## config.mk

```make
export PLATFORM = sky130hd
export DESIGN_NAME = rr_sel_arbiter_flat
export DESIGN_NICKNAME = d
export VERILOG_FILES = /design/src/rtl/rr_sel_pkg.sv /design/src/rtl/rr_sel_arbiter_if.sv /design/src/rtl/sel_dec3to8.sv /design/src/rtl/rr_sel_arbiter.sv /design/src/flat_wrapper.sv
export SDC_FILE = /design/constraint.sdc
export NUM_CORES = 1
export LEC_CHECK = 0
export ABC_CLOCK_PERIOD_IN_PS = 3410
export CAP_MARGIN = 0
export CORE_UTILIZATION = 28
export CTS_CLUSTER_SIZE = 40
export DETAILED_ROUTE_END_ITERATION = 12
export PLACE_DENSITY_LB_ADDON = 0.2
export SLEW_MARGIN = 5
export SYNTH_ARGS = -nofsm -noshare
export SYNTH_HDL_FRONTEND = slang
export SYNTH_SLANG_ARGS = --single-unit
```

## constraint.sdc

```tcl
create_clock -name clk -period 3.41 [get_ports clk]
set_input_delay 0.341 -clock clk [delete_from_list [all_inputs] [get_ports clk]]
set_output_delay 0.341 -clock clk [all_outputs]
set_load 0.01 [all_outputs]
```

## src/rtl/rr_sel_pkg.sv

```systemverilog
// rr_sel_pkg: shared state encoding and bus constants for the round-robin select arbiter
package rr_sel_pkg;
    typedef enum logic [1:0] {
        ST_IDLE = 2'd0,
        ST_OWN  = 2'd1,
        ST_GAP  = 2'd2
    } state_t;
    localparam logic [7:0] SEL_NONE = 8'hFF;
    localparam logic [1:0] ENA_ON   = 2'b01;
endpackage

```

## src/rtl/rr_sel_arbiter_if.sv

```systemverilog
// rr_sel_arbiter_if: request/release handshake and active-low select bus of the arbiter
interface rr_sel_arbiter_if;
    logic [1:0] ena;
    logic [7:0] req;
    logic       done;
    logic [7:0] sel_n;
    logic [2:0] gnt_idx;
    logic       valid;
    logic       timeout;
    modport master(output ena, req, done, input sel_n, gnt_idx, valid, timeout);
    modport slave(input ena, req, done, output sel_n, gnt_idx, valid, timeout);
endinterface

```

## src/rtl/sel_dec3to8.sv

```systemverilog
// sel_dec3to8: 3-to-8 active-low decoder with enable; all lines high when disabled
module sel_dec3to8
    import rr_sel_pkg::*;
(
    input  logic [2:0] idx,
    input  logic       en,
    output logic [7:0] sel_n
);
    assign sel_n = en ? ~(8'b1 << idx) : SEL_NONE;
endmodule

```

## src/rtl/rr_sel_arbiter.sv

```systemverilog
// rr_sel_arbiter: 8-way round-robin arbiter with hold timeout and a one-cycle dead gap between owners
module rr_sel_arbiter
    import rr_sel_pkg::*;
#(
    parameter int MAX_HOLD = 16
) (
    input logic clk,
    input logic rst_n,
    rr_sel_arbiter_if.slave bus
);
    localparam logic [7:0] HOLD_LAST = 8'(MAX_HOLD - 1);
    state_t     state;
    logic [2:0] ptr;
    logic [7:0] cnt;
    logic [7:0] rot;
    logic [2:0] first;
    logic [2:0] win;
    logic       ena_on;
    logic       rel_early;
    logic       rel_hold;
    logic       grant;
    logic       release_own;
    logic       nxt_own;
    logic [2:0] nxt_idx;
    logic [7:0] nxt_sel;
    // Rotate so the pointer sits at bit 0, find the lowest set bit, then rotate back.
    assign rot = 8'({bus.req, bus.req} >> ptr);
    always_comb begin
        first = 3'd0;
        for (int i = 7; i >= 0; i--)
            if (rot[i]) first = 3'(i);
    end
    assign win         = ptr + first;
    assign ena_on      = bus.ena == ENA_ON;
    assign rel_early   = !ena_on || bus.done || !bus.req[bus.gnt_idx];
    assign rel_hold    = cnt == HOLD_LAST;
    assign release_own = rel_early || rel_hold;
    assign grant       = state == ST_IDLE && ena_on && |bus.req;
    assign nxt_own     = grant || (state == ST_OWN && !release_own);
    assign nxt_idx     = grant ? win : bus.gnt_idx;
    sel_dec3to8 u_dec (
        .idx  (nxt_idx),
        .en   (nxt_own),
        .sel_n(nxt_sel)
    );
    always_ff @(posedge clk) begin
        if (!rst_n) begin
            state       <= ST_IDLE;
            ptr         <= 3'd0;
            cnt         <= 8'd0;
            bus.sel_n   <= SEL_NONE;
            bus.gnt_idx <= 3'd0;
            bus.valid   <= 1'b0;
            bus.timeout <= 1'b0;
        end else begin
            bus.sel_n   <= nxt_sel;
            bus.gnt_idx <= nxt_idx;
            bus.valid   <= nxt_own;
            // A timeout is reported only when the hold limit is the sole reason for release.
            bus.timeout <= state == ST_OWN && rel_hold && !rel_early;
            case (state)
                ST_IDLE: if (grant) begin
                    state <= ST_OWN;
                    cnt   <= 8'd0;
                end
                ST_OWN: if (release_own) begin
                    state <= ST_GAP;
                    ptr   <= bus.gnt_idx + 3'd1;
                end else begin
                    cnt <= (cnt == 8'hFF) ? cnt : cnt + 8'd1;
                end
                default: state <= ST_IDLE;
            endcase
        end
    end
endmodule

```

## src/flat_wrapper.sv

```systemverilog
// flat-port wrapper written by rule: the top's interface ports become plain ports
module rr_sel_arbiter_flat import rr_sel_pkg::*;
#(
    parameter int MAX_HOLD = 16
)
  (clk, rst_n, bus_ena, bus_req, bus_done, bus_sel_n, bus_gnt_idx, bus_valid, bus_timeout);
  rr_sel_arbiter_if bus_i ();
  input logic clk;
  input logic rst_n;
  input wire logic [$bits(bus_i.ena)-1:0] bus_ena;
  input wire logic [$bits(bus_i.req)-1:0] bus_req;
  input wire logic [$bits(bus_i.done)-1:0] bus_done;
  output wire logic [$bits(bus_i.sel_n)-1:0] bus_sel_n;
  output wire logic [$bits(bus_i.gnt_idx)-1:0] bus_gnt_idx;
  output wire logic [$bits(bus_i.valid)-1:0] bus_valid;
  output wire logic [$bits(bus_i.timeout)-1:0] bus_timeout;
  assign bus_i.ena = bus_ena;
  assign bus_i.req = bus_req;
  assign bus_i.done = bus_done;
  assign bus_sel_n = bus_i.sel_n;
  assign bus_gnt_idx = bus_i.gnt_idx;
  assign bus_valid = bus_i.valid;
  assign bus_timeout = bus_i.timeout;
  rr_sel_arbiter #(.MAX_HOLD(MAX_HOLD)) u_core (.clk(clk), .rst_n(rst_n), .bus(bus_i));
endmodule
```

==> flow_summary.json, run 1 <==
{
  "proportion_of_synthesized_chip_area_in_sequential_cells": 0.2986,
  "finalWirelength_um": 3936,
  "cellPowerDensity_mw_per_mm2": 308.6,
  "number_of_detailed_routing_iterations_run_before_antenna_repair": 4,
  "timing.critical_path.cells": "clkdlybuf4s50_1, mux4_2, nand2b_1, a31oi_1, o41a_1, o21ai_0, a21oi_1, ha_1, inv_1, fa_1, inv_1, o22a_1, nor2_1, o211ai_1",
  "synth-edff-count": 0,
  "timing.setup.tns_ps": 0,
  "grt_max_degree": 22,
  "final_cycle_utilization_of_the_critical_path": 0.9301,
  "start_util": 0.2926,
  "unrepaired_setup_endpoints_after_global_routing": "false",
  "synth_area_leaders": "sky130_fd_sc_hd__dfxtp_1 (30%), sky130_fd_sc_hd__mux2i_1 (6.3%), sky130_fd_sc_hd__nor2_1 (4.5%)",
  "clock_sinks": 26,
  "yosysWarnings": 0,
  "synth.avg_cell_area_um2": 8.847,
  "clkLatencyLatePin_ps": 270,
  "timing.max_cap.violations": 0,
  "maxClockFrequency_mhz": 315.3,
  "worstPathBufferInverterCount": 3,
  "timing.max_slew.rel_slack": 0.7022,
  "worst_pin_slew_ps": 446.7,
  "status": "finished, final reports clean",
  "global_route.usage.total": 0.1285,
  "post_route_cells_drive_above_1_share": 0.1542,
  "mappedNetlistArea_mm2": 0.001743,
  "rr_startpoint": "u_core.ptr[0]$_SDFFE_PN0P_",
  "path_class": "in2reg",
  "synth_nets": 214,
  "antenna_found_initial": 0,
  "timing.hold.worst.class": "reg2reg",
  "die_height_um": 80.90,
  "design.die.area_mm2": 0.006544,
  "startpoint": "bus_req[2]",
  "yosys_register_bits": 26,
  "finish.utilization": 0.3674,
  "area_growth_pct": 25.56,
  "drtAntennaViolNets": 0,
  "slew_viol_final": 0,
  "synthDominantCellAreaShare": 0.2986,
  "leakagePower_nw": 0.7484,
  "grt_first_pass_wirelength_um": 6610,
  "average_via_count_per_standard_cell": 5.166,
  "final_hold_viol_count": 0,
  "drt_iter0_markers": 71,
  "worst-endpoint-required_ps": 3550,
  "crit_path_max_fanout": 4,
  "synth-async-reset-ratio": 0,
  "num_antenna_cells": 0,
  "syn_inst": 197,
  "clk_pin_slew_ps": 80,
  "cts.htree.levels": 1,
  "cpLargestDelayFamily": "compound AO/OA/AOI/OAI gates",
  "gr-max-usage-layer": "met2",
  "dr_total_vias": 1560,
  "yosys_top_cell_by_area": "sky130_fd_sc_hd__dfxtp_1",
  "placement.io_buffers": 25,
  "synth.most_common_cell": "sky130_fd_sc_hd__dfxtp_1",
  "worst_slack_ps": 238.2,
  "num_rows": 28,
  "core_region_area_mm2": 0.005956,
  "detail_route.drc_violations": 0,
  "synth.top_cells.by_count": "sky130_fd_sc_hd__dfxtp_1 (26), sky130_fd_sc_hd__nor2_1 (21), sky130_fd_sc_hd__mux2i_1 (11), sky130_fd_sc_hd__inv_1 (10)",
  "cts.root.buffer_cell": "sky130_fd_sc_hd__clkbuf_8",
  "finalWeightedCongestion": 0.8680,
  "route.detailed.wl_per_inst_um": 13.03,
  "detailed_place_hpwl_um": 3079,
  "layout_min_cycle_time_ps": 3172,
  "first_global_vias": 1371,
  "hp-start": "u_core.cnt[3]$_SDFFE_PN0P_",
  "clock_tree_from_tritoncts": "yes",
  "critical-path-slowest-cell": "sky130_fd_sc_hd__mux4_2",
  "preCtsSetupSlack_ps": -48.42,
  "synth_cell_type_count": 53,
  "nNetsFinal": 245,
  "ir_drop_mv": 0.1291,
  "cts-buffers-inserted": 3,
  "floorplan.io_pins": 26,
  "fillerInstances": 637,
  "max-clock-path-buffers": 2,
  "max_stage_delay_ps": 510,
  "timing.final.setup_violations": 0,
  "grt_overflow_total": 0,
  "synthFlopType": "sky130_fd_sc_hd__dfxtp_1",
  "met1_use_gr": 0.1875,
  "die_w_um": 80.90,
  "grt.met2_usage": 0.1950,
  "gr_util_met3": 0.01461,
  "worst_clock_skew_ps": 4.389,
  "worstSetupStartpointType": "input port",
  "crit_arrival_ps": 3310,
  "crit_end_category": "flop",
  "timing.critical_path.mode_cell": "sky130_fd_sc_hd__inv_1"
}
==> flip-flops by register name (all words and copies together) (netlist names) <==
| register | flops |
|---|---|
| u_core.bus.timeout | 1 |
| u_core.bus.valid | 1 |
| u_core.ptr | 3 |
| u_core.bus.sel_n | 8 |
| u_core.bus.gnt_idx | 3 |
| u_core.state | 2 |
| u_core.cnt | 8 |
==> layout by cell type, fill, tap and decap left out, types with 2 or more instances in the layout <==
cell type	instances
sky130_fd_sc_hd__clkbuf_8	4
sky130_fd_sc_hd__a21oi_1	9
sky130_fd_sc_hd__nor3_1	6
sky130_fd_sc_hd__a22oi_1	2
sky130_fd_sc_hd__dfxtp_2	2
sky130_fd_sc_hd__xnor2_1	4
sky130_fd_sc_hd__buf_4	12
sky130_fd_sc_hd__nor4_1	2
sky130_fd_sc_hd__nor3_2	3
sky130_fd_sc_hd__ha_1	3
sky130_fd_sc_hd__o41a_1	2
sky130_fd_sc_hd__nor4b_1	2
sky130_fd_sc_hd__a211oi_1	4
sky130_fd_sc_hd__mux4_1	2
sky130_fd_sc_hd__mux2i_1	11
sky130_fd_sc_hd__o21ai_0	8
sky130_fd_sc_hd__nand2_1	9
sky130_fd_sc_hd__a32oi_1	2
sky130_fd_sc_hd__inv_1	10
sky130_fd_sc_hd__o31ai_1	3
sky130_fd_sc_hd__mux2_2	4
sky130_fd_sc_hd__nand3_1	5
sky130_fd_sc_hd__clkdlybuf4s50_1	25
sky130_fd_sc_hd__nor2_1	21
sky130_fd_sc_hd__dfxtp_1	24
sky130_fd_sc_hd__or4_1	2
sky130_fd_sc_hd__o22a_1	2
sky130_fd_sc_hd__o211ai_1	8
sky130_fd_sc_hd__mux4_2	2
sky130_fd_sc_hd__nand2b_1	7
sky130_fd_sc_hd__or3_1	3
sky130_fd_sc_hd__nor2b_1	3
==> tightest hold or removal path, cell delays in order, from the launching register on <==
cell,delay [ps]
sky130_fd_sc_hd__dfxtp_1,350
sky130_fd_sc_hd__o21ai_0,80
sky130_fd_sc_hd__a21oi_1,60
==> power breakdown <==
| part | internal (W) | total [W] | switching (W) |
|---|---|---|---|
| registers | 0.000311 | 0.000320 | 0.00000971 |
| logic | 0.0000779 | 0.000158 | 0.0000799 |
| clock network | 0.000103 | 0.000197 | 0.0000939 |
==> cell families (layout without fill, tap and decap cells) <==
kind of cell / Yosys count / after routing / synth area share
and+or+nand+nor: 70 / 70 / 0.2233
AOI/OAI and AO/OA: 47 / 47 / 0.1895
DFF: 26 / 26 / 0.2986
buffers and inverters: 23 / 53 / 0.06173
muxes: 20 / 20 / 0.1529
xor gates and xnor gates: 6 / 6 / 0.03446
adders and majority gates: 5 / 5 / 0.03949
==> through the flow <==
step	instance area, µm²	power, W	std cells	hold WS (ps)
final	2188	0.0006753	302	532.6
after global placement	2131	0.0004855	298	511.8
after global routing	2188	0.0007169	302	557.3
after CTS	2186	0.0006814	302	534.9
after floorplan	1743	0.0004278	197	462.7
after detailed placement	2131	0.0004848	298	516.2
==> layer usage <==
layer | wire [µm] | part of all wire
met1 | 2109 | 0.54
met4 | 62 | 0.016
met5 | 0 | 0
met3 | 159 | 0.040
met2 | 1605 | 0.41
==> cell type report <==
class                      instances  area [µm²]  share of cell area
multi-input combinational        148        1115              0.5094
tap                               75       93.84             0.04288
inverter                          11       41.29             0.01887
timing repair buffer              38       360.3              0.1647
sequential                        26       523.0              0.2390
clock buffer                       4       55.05             0.02516
==> final timing paths <==
| kind | cells past startpoint | end | slack, ps |
|---|---|---|---|
| hold / removal | 2 | u_core.cnt[3]$_SDFFE_PN0P_ | 530 |
| hold reg to reg | 2 | u_core.cnt[3]$_SDFFE_PN0P_ | 530 |
| setup reg to reg | 13 | u_core.bus.sel_n[4]$_SDFF_PN1_ | 330 |
| setup / recovery | 14 | u_core.bus.sel_n[4]$_SDFF_PN1_ | 240 |
==> what timing repair did <==
| item | in CTS | in global routing |
|---|---|---|
| setup endpoints to repair | 0 | 5 |
| buffers inserted | 0 | 0 |
| gates resized for setup | 0 | 2 |
| hold buffers | 0 | 0 |
Note: power is estimated with default switching activity, not from simulation.
==> inputs of run 2 (changes only) <==
--- a/config.mk
+++ b/config.mk
@@ -7,6 +7,9 @@
 export LEC_CHECK = 0
 export ABC_CLOCK_PERIOD_IN_PS = 3410
 export CAP_MARGIN = 0
+export CELL_PAD_IN_SITES_DETAIL_PLACEMENT = 1
+export CELL_PAD_IN_SITES_GLOBAL_PLACEMENT = 2
+export CORE_MARGIN = 2
 export CORE_UTILIZATION = 28
 export CTS_CLUSTER_SIZE = 40
 export DETAILED_ROUTE_END_ITERATION = 12
==> run 2 against run 1 <==
Net effect: core utilization up 0.78 points; via count rose by 1.7%; global-route usage is 1.6 points higher; clock skew down 1.8 ps; critical endpoint is now u_core.bus.sel_n[2]$_SDFF_PN1_; largest power group unchanged.
==> flow_summary.json, run 2 (synthesis gave the netlist of run 1 again) <==
{
  "timing.hold.worst.class": "reg2reg",
  "clkLatencyLatePin_ps": 270,
  "detailed_place_hpwl_um": 3961,
  "grt_overflow_total": 0,
  "finish.instance_area_mm2": 0.002235,
  "average_via_count_per_standard_cell": 5.220,
  "crit_arrival_ps": 3400,
  "core_region_area_mm2": 0.005956,
  "cts.htree.levels": 1,
  "final_hold_viol_count": 0,
  "die_height_um": 82.90,
  "biggest_regs": "u_core.bus.sel_n x8, u_core.cnt x8",
  "drt_iter0_markers": 27,
  "most_common_cell_after_layout_fill_and_taps_aside": "sky130_fd_sc_hd__dfxtp_1",
  "instances_no_fill": 304,
  "cts-buffers-inserted": 3,
  "timing.final.setup_violations": 0,
  "dr_total_vias": 1587,
  "placement.io_buffers": 25,
  "start_util": 0.2926,
  "unrepaired_setup_endpoints_after_global_routing": "false",
  "worst_clock_skew_ps": 2.541,
  "max-clock-path-buffers": 2,
  "finalWirelength_um": 4971,
  "final_cycle_utilization_of_the_critical_path": 0.9554,
  "max_stage_delay_ps": 540,
  "drtAntennaViolNets": 0,
  "area_growth_pct": 28.21,
  "timing.max_cap.violations": 0,
  "path_class": "in2reg",
  "crit_end_category": "flop",
  "worst_pin_slew_ps": 433.4,
  "r2r_setup_slack_ps": 160,
  "worst-endpoint-required_ps": 3550,
  "global_route.usage.total": 0.1450,
  "rr_startpoint": "u_core.ptr[0]$_SDFFE_PN0P_",
  "postPlaceCellArea_mm2": 0.002126,
  "route.detailed.wl_per_inst_um": 16.35,
  "worst_hold_path.endpoint": "u_core.cnt[2]$_SDFFE_PN0P_",
  "hp-start": "u_core.cnt[2]$_SDFFE_PN0P_",
  "num_rows": 28,
  "cts_hold_buf": 0,
  "die_w_um": 82.90,
  "cellPowerDensity_mw_per_mm2": 334.9,
  "mostFrequentLayoutCells": "sky130_fd_sc_hd__dfxtp_1 (24), sky130_fd_sc_hd__clkdlybuf4s50_1 (21), sky130_fd_sc_hd__nor2_1 (19)",
  "antenna_found_initial": 0,
  "grt_first_pass_wirelength_um": 8259,
  "design.die.area_mm2": 0.006872,
  "finalWeightedCongestion": 0.8167,
  "ir_drop_mv": 0.1697,
  "clock_tree_from_tritoncts": "yes",
  "status": "finished, final reports clean",
  "timing.max_slew.rel_slack": 0.7111,
  "clk_pin_slew_ps": 90,
  "floorplan.io_pins": 26,
  "crit_path_max_fanout": 3,
  "post_route_cells_drive_above_1_share": 0.1790,
  "first_global_vias": 1707,
  "maxClockFrequency_mhz": 307.0,
  "worstRegToRegCells": 13,
  "reg2reg_to": "u_core.bus.sel_n[2]$_SDFF_PN1_",
  "nNetsFinal": 247,
  "layout_min_cycle_time_ps": 3258,
  "grt_max_degree": 23,
  "slew_viol_final": 0,
  "critical-path-slowest-cell": "sky130_fd_sc_hd__mux4_2",
  "leakagePower_nw": 0.8025,
  "number_of_detailed_routing_iterations_run_before_antenna_repair": 4,
  "clock_sinks": 26,
  "num_antenna_cells": 0,
  "timing.critical_path.mode_cell": "sky130_fd_sc_hd__a21oi_1",
  "cts.root.buffer_cell": "sky130_fd_sc_hd__clkbuf_8",
  "hold_path_depth": 2,
  "place.detailed.instances": 299,
  "detail_route.drc_violations": 0,
  "worst_hold_slack_ps": 539.6,
  "timing.critical_path.cells": "clkdlybuf4s50_1, mux4_2, buf_4, o31ai_1, a21oi_1, o21ai_1, a21oi_1, ha_2, inv_1, fa_1, o22a_1, nor2_1, o211ai_1",
  "worstSetupStartpointType": "input port"
}
[run 2: cell types whose count changed in the layout (fill, tap and decap cells not counted), sizes merged]
| cell | previous run | this run |
|---|---|---|
| clkdlybuf4s50 | 25 | 21 |
| dlymetal6s2s | 0 | 4 |
| buf | 13 | 15 |
| bufinv | 0 | 1 |
| clkbuf | 4 | 3 |
[run 2: repair_timing]
action,in CTS,in global routing
endpoints found under the setup margin,0,8
resized for setup,0,12
buffers inserted,0,1
[run 2: per-stage QoR]
step / total power (W) / setup slack [ps] / utilization / TNS [ps]
after global routing: 0.0007815 / 28.55 / 0.3752 / 0
after global placement: 0.0004851 / -41.63 / 0.3569 / -83.79
after CTS: 0.0007519 / 43.77 / 0.3689 / 0
after floorplan: 0.0004278 / 362.0 / - / 0
after detailed placement: 0.0004923 / -184.3 / 0.3569 / -1295
final: 0.0007484 / 152.2 / 0.3752 / 0
[run 2: cell type report]
class,count,area (µm²)
clock buffers,3,41.29
clock inverters,1,30.03
fillers,720,3721
inverters,11,41.29
multi-input cells,148,1130
flip-flops and latches,26,525.5
well taps,75,93.84
repair buffers,40,372.9
[run 2: layer usage]
layer / share of wire / global-route usage
met5: 0 / 0
met4: 0.0066 / 0.04471
met3: 0.015 / 0.01392
met2: 0.52 / 0.2720
met1: 0.46 / 0.1726
[run 2: report_power, final]
part	switching [W]	internal, W
Combinational	0.0000888	0.0000799
Sequential	0.00000941	0.000310
Clock	0.000103	0.000157
[run 2: how the worst max path moves through the flow]
stage                                     from  slack (ps)                              to
global placement                    bus_req[2]         -40  u_core.bus.sel_n[0]$_SDFF_PN1_
CTS                 u_core.ptr[1]$_SDFFE_PN0P_          40  u_core.bus.sel_n[2]$_SDFF_PN1_
finish                              bus_req[6]         150  u_core.bus.sel_n[2]$_SDFF_PN1_
detailed placement                  bus_req[5]        -180  u_core.bus.sel_n[2]$_SDFF_PN1_
floorplan           u_core.ptr[1]$_SDFFE_PN0P_         360  u_core.bus.sel_n[2]$_SDFF_PN1_
global route        u_core.ptr[1]$_SDFFE_PN0P_          30  u_core.bus.sel_n[0]$_SDFF_PN1_
[run 2: worst max-delay path, delay by kind of cell]
family,cells,cell delay [ps]
mux,1,540
compound gates,6,1060
simple gates,1,170
fa+ha+maj,2,600
buf+inv,3,680
